--- src/rtl/alu_pkg.sv ---
// Shared definitions for the ALU result stage: opcode encodings, default widths
// and the skid-buffer state encoding.
package alu_pkg;

    localparam int DEF_WIDTH = 32;
    localparam int DEF_OPW   = 3;
    localparam int DEF_CNTW  = 16;

    localparam logic [DEF_OPW-1:0] OP_AND = 3'd0;
    localparam logic [DEF_OPW-1:0] OP_OR  = 3'd1;
    localparam logic [DEF_OPW-1:0] OP_XOR = 3'd2;
    localparam logic [DEF_OPW-1:0] OP_ADD = 3'd3;
    localparam logic [DEF_OPW-1:0] OP_SUB = 3'd4;
    localparam logic [DEF_OPW-1:0] OP_NOT = 3'd5;

    typedef enum logic [1:0] {
        EMPTY = 2'd0,
        ONE   = 2'd1,
        FULL  = 2'd2
    } stage_state_t;

endpackage

--- src/rtl/alu_result_stage_if.sv ---
// Handshake bundle between the ALU datapath, the result stage and its consumer.
// The slave modport is the stage's view; master is the surrounding logic's view.
interface alu_result_stage_if
    import alu_pkg::*;
#(
    parameter int WIDTH = DEF_WIDTH,
    parameter int OPW   = DEF_OPW,
    parameter int CNTW  = DEF_CNTW
);
    logic             in_valid;
    logic             in_ready;
    logic [WIDTH-1:0] in_result;
    logic [OPW-1:0]   in_op;
    logic             in_carry;
    logic             out_valid;
    logic             out_ready;
    logic [WIDTH-1:0] out_result;
    logic [OPW-1:0]   out_op;
    logic             out_zero;
    logic             out_neg;
    logic             out_carry;
    logic [CNTW-1:0]  res_count;

    modport slave (
        input  in_valid, in_result, in_op, in_carry, out_ready,
        output in_ready, out_valid, out_result, out_op,
        output out_zero, out_neg, out_carry, res_count
    );

    modport master (
        output in_valid, in_result, in_op, in_carry, out_ready,
        input  in_ready, out_valid, out_result, out_op,
        input  out_zero, out_neg, out_carry, res_count
    );
endinterface

--- src/rtl/alu_flag_gen.sv ---
// Combinational zero/negative/carry flags for one ALU result. Carry is only
// meaningful for the adder path, so it is masked for every other opcode.
module alu_flag_gen
    import alu_pkg::*;
#(
    parameter int WIDTH = DEF_WIDTH,
    parameter int OPW   = DEF_OPW
) (
    input  logic [WIDTH-1:0] result,
    input  logic [OPW-1:0]   op,
    input  logic             carry_in,
    output logic             zero,
    output logic             neg,
    output logic             carry
);

    // Flag derivation from the captured result and opcode
    always_comb begin
        zero  = 1'b0;
        neg   = 1'b0;
        carry = 1'b0;
        if (result == {WIDTH{1'b0}}) begin
            zero = 1'b1;
        end else begin
            zero = 1'b0;
        end
        neg = result[WIDTH-1];
        case (op)
            OPW'(OP_ADD): carry = carry_in;
            OPW'(OP_SUB): carry = carry_in;
            default:      carry = 1'b0;
        endcase
    end

endmodule

--- src/rtl/alu_result_stage.sv ---
// Registered output stage behind the ALU: 2-entry skid buffer (main + skid) with
// a registered in_ready, per-entry flags, and a count of accepted results.
module alu_result_stage
    import alu_pkg::*;
#(
    parameter int WIDTH = DEF_WIDTH,
    parameter int OPW   = DEF_OPW,
    parameter int CNTW  = DEF_CNTW
) (
    input  logic             clk,
    input  logic             rst_n,
    alu_result_stage_if.slave bus
);

    stage_state_t     state_r;
    logic             in_ready_r;
    logic             out_valid_r;

    logic [WIDTH-1:0] main_result_r;
    logic [OPW-1:0]   main_op_r;
    logic             main_zero_r;
    logic             main_neg_r;
    logic             main_carry_r;

    logic [WIDTH-1:0] skid_result_r;
    logic [OPW-1:0]   skid_op_r;
    logic             skid_zero_r;
    logic             skid_neg_r;
    logic             skid_carry_r;

    logic [CNTW-1:0]  res_count_r;

    logic             zero_s;
    logic             neg_s;
    logic             carry_s;
    logic             push_s;
    logic             pop_s;

    alu_flag_gen #(
        .WIDTH (WIDTH),
        .OPW   (OPW)
    ) u_flag_gen (
        .result   (bus.in_result),
        .op       (bus.in_op),
        .carry_in (bus.in_carry),
        .zero     (zero_s),
        .neg      (neg_s),
        .carry    (carry_s)
    );

    assign push_s = bus.in_valid & in_ready_r;
    assign pop_s  = out_valid_r & bus.out_ready;

    // Skid-buffer FSM: main register drives the outputs, skid absorbs one extra push
    always_ff @(posedge clk or negedge rst_n) begin
        if (!rst_n) begin
            state_r       <= EMPTY;
            in_ready_r    <= 1'b1;
            out_valid_r   <= 1'b0;
            main_result_r <= {WIDTH{1'b0}};
            main_op_r     <= {OPW{1'b0}};
            main_zero_r   <= 1'b0;
            main_neg_r    <= 1'b0;
            main_carry_r  <= 1'b0;
            skid_result_r <= {WIDTH{1'b0}};
            skid_op_r     <= {OPW{1'b0}};
            skid_zero_r   <= 1'b0;
            skid_neg_r    <= 1'b0;
            skid_carry_r  <= 1'b0;
            res_count_r   <= {CNTW{1'b0}};
        end else begin
            if (push_s) begin
                res_count_r <= res_count_r + CNTW'(1);
            end else begin
                res_count_r <= res_count_r;
            end
            case (state_r)
                EMPTY: begin
                    if (push_s) begin
                        main_result_r <= bus.in_result;
                        main_op_r     <= bus.in_op;
                        main_zero_r   <= zero_s;
                        main_neg_r    <= neg_s;
                        main_carry_r  <= carry_s;
                        out_valid_r   <= 1'b1;
                        state_r       <= ONE;
                    end else begin
                        state_r <= EMPTY;
                    end
                end
                ONE: begin
                    case ({push_s, pop_s})
                        2'b10: begin
                            skid_result_r <= bus.in_result;
                            skid_op_r     <= bus.in_op;
                            skid_zero_r   <= zero_s;
                            skid_neg_r    <= neg_s;
                            skid_carry_r  <= carry_s;
                            in_ready_r    <= 1'b0;
                            state_r       <= FULL;
                        end
                        2'b01: begin
                            out_valid_r <= 1'b0;
                            state_r     <= EMPTY;
                        end
                        2'b11: begin
                            main_result_r <= bus.in_result;
                            main_op_r     <= bus.in_op;
                            main_zero_r   <= zero_s;
                            main_neg_r    <= neg_s;
                            main_carry_r  <= carry_s;
                            state_r       <= ONE;
                        end
                        default: begin
                            state_r <= ONE;
                        end
                    endcase
                end
                FULL: begin
                    if (pop_s) begin
                        main_result_r <= skid_result_r;
                        main_op_r     <= skid_op_r;
                        main_zero_r   <= skid_zero_r;
                        main_neg_r    <= skid_neg_r;
                        main_carry_r  <= skid_carry_r;
                        in_ready_r    <= 1'b1;
                        state_r       <= ONE;
                    end else begin
                        state_r <= FULL;
                    end
                end
                default: begin
                    // Unreachable encoding: recover to a clean empty stage
                    out_valid_r <= 1'b0;
                    in_ready_r  <= 1'b1;
                    state_r     <= EMPTY;
                end
            endcase
        end
    end

    assign bus.in_ready   = in_ready_r;
    assign bus.out_valid  = out_valid_r;
    assign bus.out_result = main_result_r;
    assign bus.out_op     = main_op_r;
    assign bus.out_zero   = main_zero_r;
    assign bus.out_neg    = main_neg_r;
    assign bus.out_carry  = main_carry_r;
    assign bus.res_count  = res_count_r;

endmodule

--- src/flat_wrapper.sv ---
// flat-port wrapper written by rule: the top's interface ports become plain ports
module alu_result_stage_flat import alu_pkg::*;
#(
    parameter int WIDTH = DEF_WIDTH,
    parameter int OPW   = DEF_OPW,
    parameter int CNTW  = DEF_CNTW
)
  (clk, rst_n, bus_in_valid, bus_in_result, bus_in_op, bus_in_carry, bus_out_ready, bus_in_ready, bus_out_valid, bus_out_result, bus_out_op, bus_out_zero, bus_out_neg, bus_out_carry, bus_res_count);
  alu_result_stage_if #(.WIDTH(WIDTH), .OPW(OPW), .CNTW(CNTW)) bus_i ();
  input  logic clk;
  input  logic rst_n;
  input wire logic [$bits(bus_i.in_valid)-1:0] bus_in_valid;
  input wire logic [$bits(bus_i.in_result)-1:0] bus_in_result;
  input wire logic [$bits(bus_i.in_op)-1:0] bus_in_op;
  input wire logic [$bits(bus_i.in_carry)-1:0] bus_in_carry;
  input wire logic [$bits(bus_i.out_ready)-1:0] bus_out_ready;
  output wire logic [$bits(bus_i.in_ready)-1:0] bus_in_ready;
  output wire logic [$bits(bus_i.out_valid)-1:0] bus_out_valid;
  output wire logic [$bits(bus_i.out_result)-1:0] bus_out_result;
  output wire logic [$bits(bus_i.out_op)-1:0] bus_out_op;
  output wire logic [$bits(bus_i.out_zero)-1:0] bus_out_zero;
  output wire logic [$bits(bus_i.out_neg)-1:0] bus_out_neg;
  output wire logic [$bits(bus_i.out_carry)-1:0] bus_out_carry;
  output wire logic [$bits(bus_i.res_count)-1:0] bus_res_count;
  assign bus_i.in_valid = bus_in_valid;
  assign bus_i.in_result = bus_in_result;
  assign bus_i.in_op = bus_in_op;
  assign bus_i.in_carry = bus_in_carry;
  assign bus_i.out_ready = bus_out_ready;
  assign bus_in_ready = bus_i.in_ready;
  assign bus_out_valid = bus_i.out_valid;
  assign bus_out_result = bus_i.out_result;
  assign bus_out_op = bus_i.out_op;
  assign bus_out_zero = bus_i.out_zero;
  assign bus_out_neg = bus_i.out_neg;
  assign bus_out_carry = bus_i.out_carry;
  assign bus_res_count = bus_i.res_count;
  alu_result_stage #(.WIDTH(WIDTH), .OPW(OPW), .CNTW(CNTW)) u_core (.clk(clk), .rst_n(rst_n), .bus(bus_i));
endmodule
--- config.mk ---
export PLATFORM = sky130hd
export DESIGN_NAME = alu_result_stage_flat
export DESIGN_NICKNAME = d
export VERILOG_FILES = /design/src/rtl/alu_pkg.sv /design/src/rtl/alu_result_stage_if.sv /design/src/rtl/alu_flag_gen.sv /design/src/rtl/alu_result_stage.sv /design/src/flat_wrapper.sv
export SDC_FILE = /design/constraint.sdc
export NUM_CORES = 1
export LEC_CHECK = 0
export ABC_AREA = 1
export ABC_CLOCK_PERIOD_IN_PS = 1700
export CAP_MARGIN = 20
export CORE_MARGIN = 3
export CORE_UTILIZATION = 35
export DETAILED_ROUTE_END_ITERATION = 8
export SLEW_MARGIN = 20
export SYNTH_ARGS = -nofsm -noshare
export SYNTH_HDL_FRONTEND = slang
export SYNTH_SLANG_ARGS = --single-unit
export TNS_END_PERCENT = 20
--- constraint.sdc ---
create_clock -name clk -period 1.7 [get_ports clk]
set_input_delay 0.255 -clock clk [delete_from_list [all_inputs] [get_ports clk]]
set_output_delay 0.255 -clock clk [all_outputs]
set_load 0.03 [all_outputs]
# == After elaboration in Yosys (flattened, before gate mapping) ==
# Index checks and enable logic that the tools add are counted.
# W data, S select, Z words.
# totals
register_bits,96
in_bits,40
output_inout_bits,56
word_cells,71
# op_classes
n_addsub,1
eq_ne,12
mux,32
n_bitwise,4
n_reduce_logical,8
# op_table
cell,n
$mux W32,3
$pmux W32 S3,1
$logic_not A32 Y1,1
$add A16 B1 Y16 const B,1
$mux W1,16
$pmux W1 S3,5
$mux W3,3
$pmux W3 S3,1
$ne A2 B1 Y1 const B,4
$eq A2 B2 Y1 const B,3
$pmux W2 S3,1
$reduce_and A3 Y1,2
$eq A2 B1 Y1 const B,2
$pmux W2 S2,1
$reduce_and A4 Y1,1
$eq A3 B2 Y1 const B,1
$eq A3 B3 Y1 const B,1
$reduce_bool A3 Y1,1
$and A1 B1 Y1,2
$logic_not A2 Y1,1
$mux W2,1
$ne A2 B2 Y1 const B,1
$not A1 Y1,2
$reduce_and A2 Y1,1
$reduce_or A2 Y1,1

# == Depth between registers and ports, before layout ==
# depth
word_depth,5
depth_mapped,10
ltp_nobuf,9

# == Modules after synthesis ==
# Synthesis repeated with hierarchy kept, for this count alone.
# unflattened
cells_unflattened,539
hier_area_um2,4464.3
# modules_own_cells
module,n_inst,cells_per_inst,area_each_um2,seq_area_each_um2
alu_result_stage,1,504,4320.4,2403.6
alu_flag_gen,1,35,143.9,0.0

# == Worst setup path before layout ==
# OpenSTA, ideal clock, no wires.
# synth_path
path_kind,flip-flop to flip-flop
from,"reg u_core.in_ready_r, in the netlist u_core.bus.in_ready"
to,"reg u_core.main_result_r[31], in the netlist u_core.bus.out_result[31]"
setup_time_ns,0.124
arrival_ns,1.610
t_required_ns,1.576
path_slack_ns,-0.034
path_stages_with_launch,11
path_buffers,2
period_less_slack_ns,1.734
path_cell_list,dfstp_2 nand2_4 inv_1 ha_1 o21ai_1 inv_2 nand2_4 buf_6 buf_6 nand2_1 nand2_1
# synth_via
elab_chain_cells,4
elab_cells_between_ends,5
classes_between,eq/ne (3); bitwise (1); reduce/logical (1)
# synth_lines
item,line,rtl
"start, declared",alu_result_stage.sv:16,logic in_ready_r;
"start signal, assigned",alu_result_stage.sv:58,in_ready_r <= 1'b1;
"start signal, assigned",alu_result_stage.sv:99,in_ready_r <= 1'b0;
"start signal, assigned",alu_result_stage.sv:126,in_ready_r <= 1'b1;
$and A1 B1 Y1 (*),alu_result_stage.sv:51,assign push_s = bus.in_valid & in_ready_r;
named net u_core.push_s,alu_result_stage.sv:36,logic push_s;
$eq A2 B2 Y1,alu_result_stage.sv:92,"case ({push_s, pop_s})"
$ne A2 B2 Y1 (no source line),--,
$reduce_and A4 Y1 (no source line) (*),--,
"end signal, assigned",alu_result_stage.sv:60,main_result_r <= {WIDTH{1'b0}};
"end signal, assigned",alu_result_stage.sv:80,main_result_r <= bus.in_result;
"end signal, assigned",alu_result_stage.sv:107,main_result_r <= bus.in_result;
"end, declared",alu_result_stage.sv:19,logic [WIDTH-1:0] main_result_r;
# Mark *: on every way through the listed nets, which the timed path passes. The rest lies on a longest branch.
# A chain may end at the register's enable or synchronous reset.

# == Worst setup path in the final report ==
# layout_path
from,"reg u_core.main_result_r[11], in the netlist u_core.bus.out_result[11]"
to,out bus_out_result[11]
# layout_rtl
item,line,rtl
"end, declared",flat_wrapper.sv:19,output wire logic [$bits(bus_i.out_result)-1:0] bus_out_result;
# No word-level cell between the ends.

==> results.cfg <==
[worst_setup_path]
cpMaxStageDelayCell = clkdlybuf4s50_1
path_buf_inv = 1
crit_family = buffers and inverters
cp_data_arrival_time_ps = 1400
startpoint_type = register
critPathRequiredTime_ps = 1440
critical_path.cell_chain = clkdlybuf4s50_1
cpPeakStageDelay_ps = 700
worstPathMaxFanout = 2
worst-setup-path-type = register to output port
cp-end-kind = output port

[synthesis]
synth_cell_types = 28
synthCells = 522
yosys_register_bits = 94
avgSynthCellArea_um2 = 8.41
seq_area_frac_synth = 0.536
syn_area_mm2 = 0.00439
yosys_warnings = 0
synth_nets = 566

[timing]
whs_ps = 422
tightest_slew_ps = 488
setup_viol = 0
fmax_mhz = 605
period_needed_ps = 1650
slew_violations = 0
rsz0062_at_grt = false
tns_ps = 0
fin_worst_skew_ps = 6.03
slew_headroom = 0.675
final-hold-violation-count = 0
min_period_over_period = 0.972
postLayoutSetupSlackWorst_ps = 46.8

[place]
dp_slack_ps = -213
place_area_mm2 = 0.00559
dp_hpwl_um = 7600
gp_congestion = 0.821
port_buffers = 95

[power_and_ir_drop]
power.density_mw_per_mm2 = 838
p_total_mw = 4.92
irDropWorstVdd_mv = 0.666
seq_power_share = 0.488
power_frac_clock = 0.380
combPwrFrac = 0.132
p_sw_frac = 0.268
p_switching_mw = 1.32
p_int_mw = 3.60
cellLeakagePower_nw = 2.92

[die]
dieWidth_um = 118
die_h_um = 118
core_area_mm2 = 0.0121
initial_utilization = 0.362
ios = 96
die_area_mm2 = 0.0139
fp-row-count = 40

[final_layout]
area_growth_pct = 33.7
drive_gt1_frac = 0.0796
nFillCells = 1191
stdcell_area_mm2 = 0.00587
final_nets = 668
antenna_cells = 0

[grt]
grt.total_usage = 0.161
grt_overflow = 0
grt_pass1_vias = 3627
grt_max_degree = 48
grt_antenna_before_repair = 0
grt_pass1_wl_um = 18000

[routing]
vias = 3687
antenna_left = 0
dr.pass1.iters = 4
wire_per_inst_um = 13.5
vias_per_cell = 4.63
drc = 0
totalWireLength_um = 10700
drt_iter0_markers = 229

[clock_network]
cts_tree = built
clk_pin_slew_worst_paths_ps = 70
clk_latency_ps = 340
cts_made_buffers = 9
clkSinkCount = 94
clockBufferDepth = 2
cts-htree-levels = 3
clockRootBuffer = clkbuf_16
postCtsSetupBuffers = 0

[hold_path]
holdCritPathClass = input pin to async pin

[run_status]
status = completed

[flow_run]
max-cap-violations = 0
flip-flops by register name (all words and copies together), names as in the netlist:
| name | cells |
|---|---|
| u_core.bus.in_ready | 1 |
| u_core.skid_neg_r | 1 |
| u_core.skid_zero_r | 1 |
| u_core.bus.res_count | 16 |
| u_core.bus.out_valid | 1 |
| u_core.bus.out_zero | 1 |
| u_core.bus.out_op | 3 |
| u_core.skid_result_r | 31 |
| u_core.skid_op_r | 3 |
| u_core.bus.out_result | 32 |
| u_core.bus.out_carry | 1 |
| u_core.state_r | 2 |
| u_core.skid_carry_r | 1 |
cell families (layout without fill, tap and decap cells):
| family | after synthesis | in the layout | synth area share |
|---|---|---|---|
| AND/OR/NAND/NOR | 248 | 248 | 0.227 |
| flip-flops | 94 | 94 | 0.536 |
| buffers and inverters | 83 | 189 | 0.0881 |
| AO/OA/AOI/OAI | 82 | 82 | 0.115 |
| XOR/XNOR | 11 | 11 | 0.0219 |
| adder cells (fa/ha/maj) | 4 | 4 | 0.0114 |
routing by layer:
metal,global-route usage,up-vias,share of wire
met3,0.0322,15,0.043
li1,-,1854,-
met2,0.255,98,0.47
met4,0.0681,0,0.018
met5,0,-,0
met1,0.216,1720,0.47
power groups by stage:
stage / Sequential (mW) / Combinational [mW] / Clock, mW
floorplan: 2.58 / 0.174 / 0
global placement: 2.44 / 0.684 / 0
detailed placement: 2.45 / 0.685 / 0
CTS: 2.40 / 0.659 / 1.92
global route: 2.41 / 0.709 / 2.01
finish: 2.40 / 0.647 / 1.87
cell usage after synthesis:
library cell | count | area (um^2)
ha_1 | 4 | 50.1
nor2_2 | 2 | 12.5
nor3_1 | 1 | 5.00
nand2_1 | 196 | 736
buf_4 | 4 | 30.0
dfstp_2 | 1 | 26.3
nand2_2 | 2 | 12.5
inv_2 | 6 | 22.5
nor3_4 | 1 | 16.3
clkbuf_1 | 4 | 15.0
nor2_4 | 1 | 11.3
nor2_1 | 31 | 116
a21oi_1 | 1 | 5.00
nand4_1 | 1 | 6.26
xor2_1 | 7 | 61.3
o211ai_1 | 38 | 285
xnor2_1 | 4 | 35.0
nand3_1 | 9 | 45.0
buf_6 | 6 | 67.6
nand3b_1 | 1 | 7.51
nor4_1 | 1 | 6.26
buf_2 | 10 | 50.1
o21ai_0 | 32 | 160
inv_1 | 52 | 195
nand2_4 | 2 | 22.5
dfrtp_1 | 93 | 2330
o21ai_1 | 11 | 55.1
inv_4 | 1 | 6.26
placed cells by master (no fill, tap or decap), types with 9 or more instances in the layout:
| master | count |
|---|---|
| buf_4 | 15 |
| clkbuf_16 | 9 |
| clkdlybuf4s50_1 | 75 |
| dfrtp_1 | 93 |
| dlygate4sd2_1 | 14 |
| inv_1 | 51 |
| nand2_1 | 196 |
| nand3_1 | 9 |
| nor2_1 | 31 |
| o211ai_1 | 38 |
| o21ai_0 | 32 |
| o21ai_1 | 11 |
worst paths after layout:
check                                          start                        end  slack [ps]  depth (start not counted)
min in group clk           u_core.bus.out_result[20]  u_core.bus.out_result[20]         480                          2
hold / removal                                 rst_n  u_core.bus.out_result[29]         420                          2
setup / recovery           u_core.bus.out_result[11]         bus_out_result[11]          50                          1
hold reg to reg            u_core.bus.out_result[20]  u_core.bus.out_result[20]         480                          2
setup reg to reg                 u_core.bus.in_ready  u_core.bus.out_result[20]         160                          9
max in group asynchronous                      rst_n        u_core.bus.in_ready         660                          3
metrics by stage:
stage | cells | util
after floorplan | 522 | -
after global placement | 780 | 0.462
after detailed placement | 780 | 0.462
after CTS | 796 | 0.483
after global routing | 796 | 0.485
final | 796 | 0.485
area by class of cell:
class	count	area, um^2	share of cell area
Multi-Input combinational cell	345	1650	0.281
Clock buffer	12	246	0.0420
Timing Repair Buffer	115	1160	0.197
Inverter	59	229	0.0390
Sequential cell	94	2350	0.401
Clock inverter	3	21.3	0.00362
Tap cell	168	210	0.0358
repair_timing:
| action | CTS | global route |
|---|---|---|
| gates resized for setup | 15 | 6 |
| endpoints found under the setup margin | 17 | 24 |
| endpoints found under the hold margin | 32 | 0 |
| hold buffers | 1 | 0 |
Power figures use the tool's default switching activity.
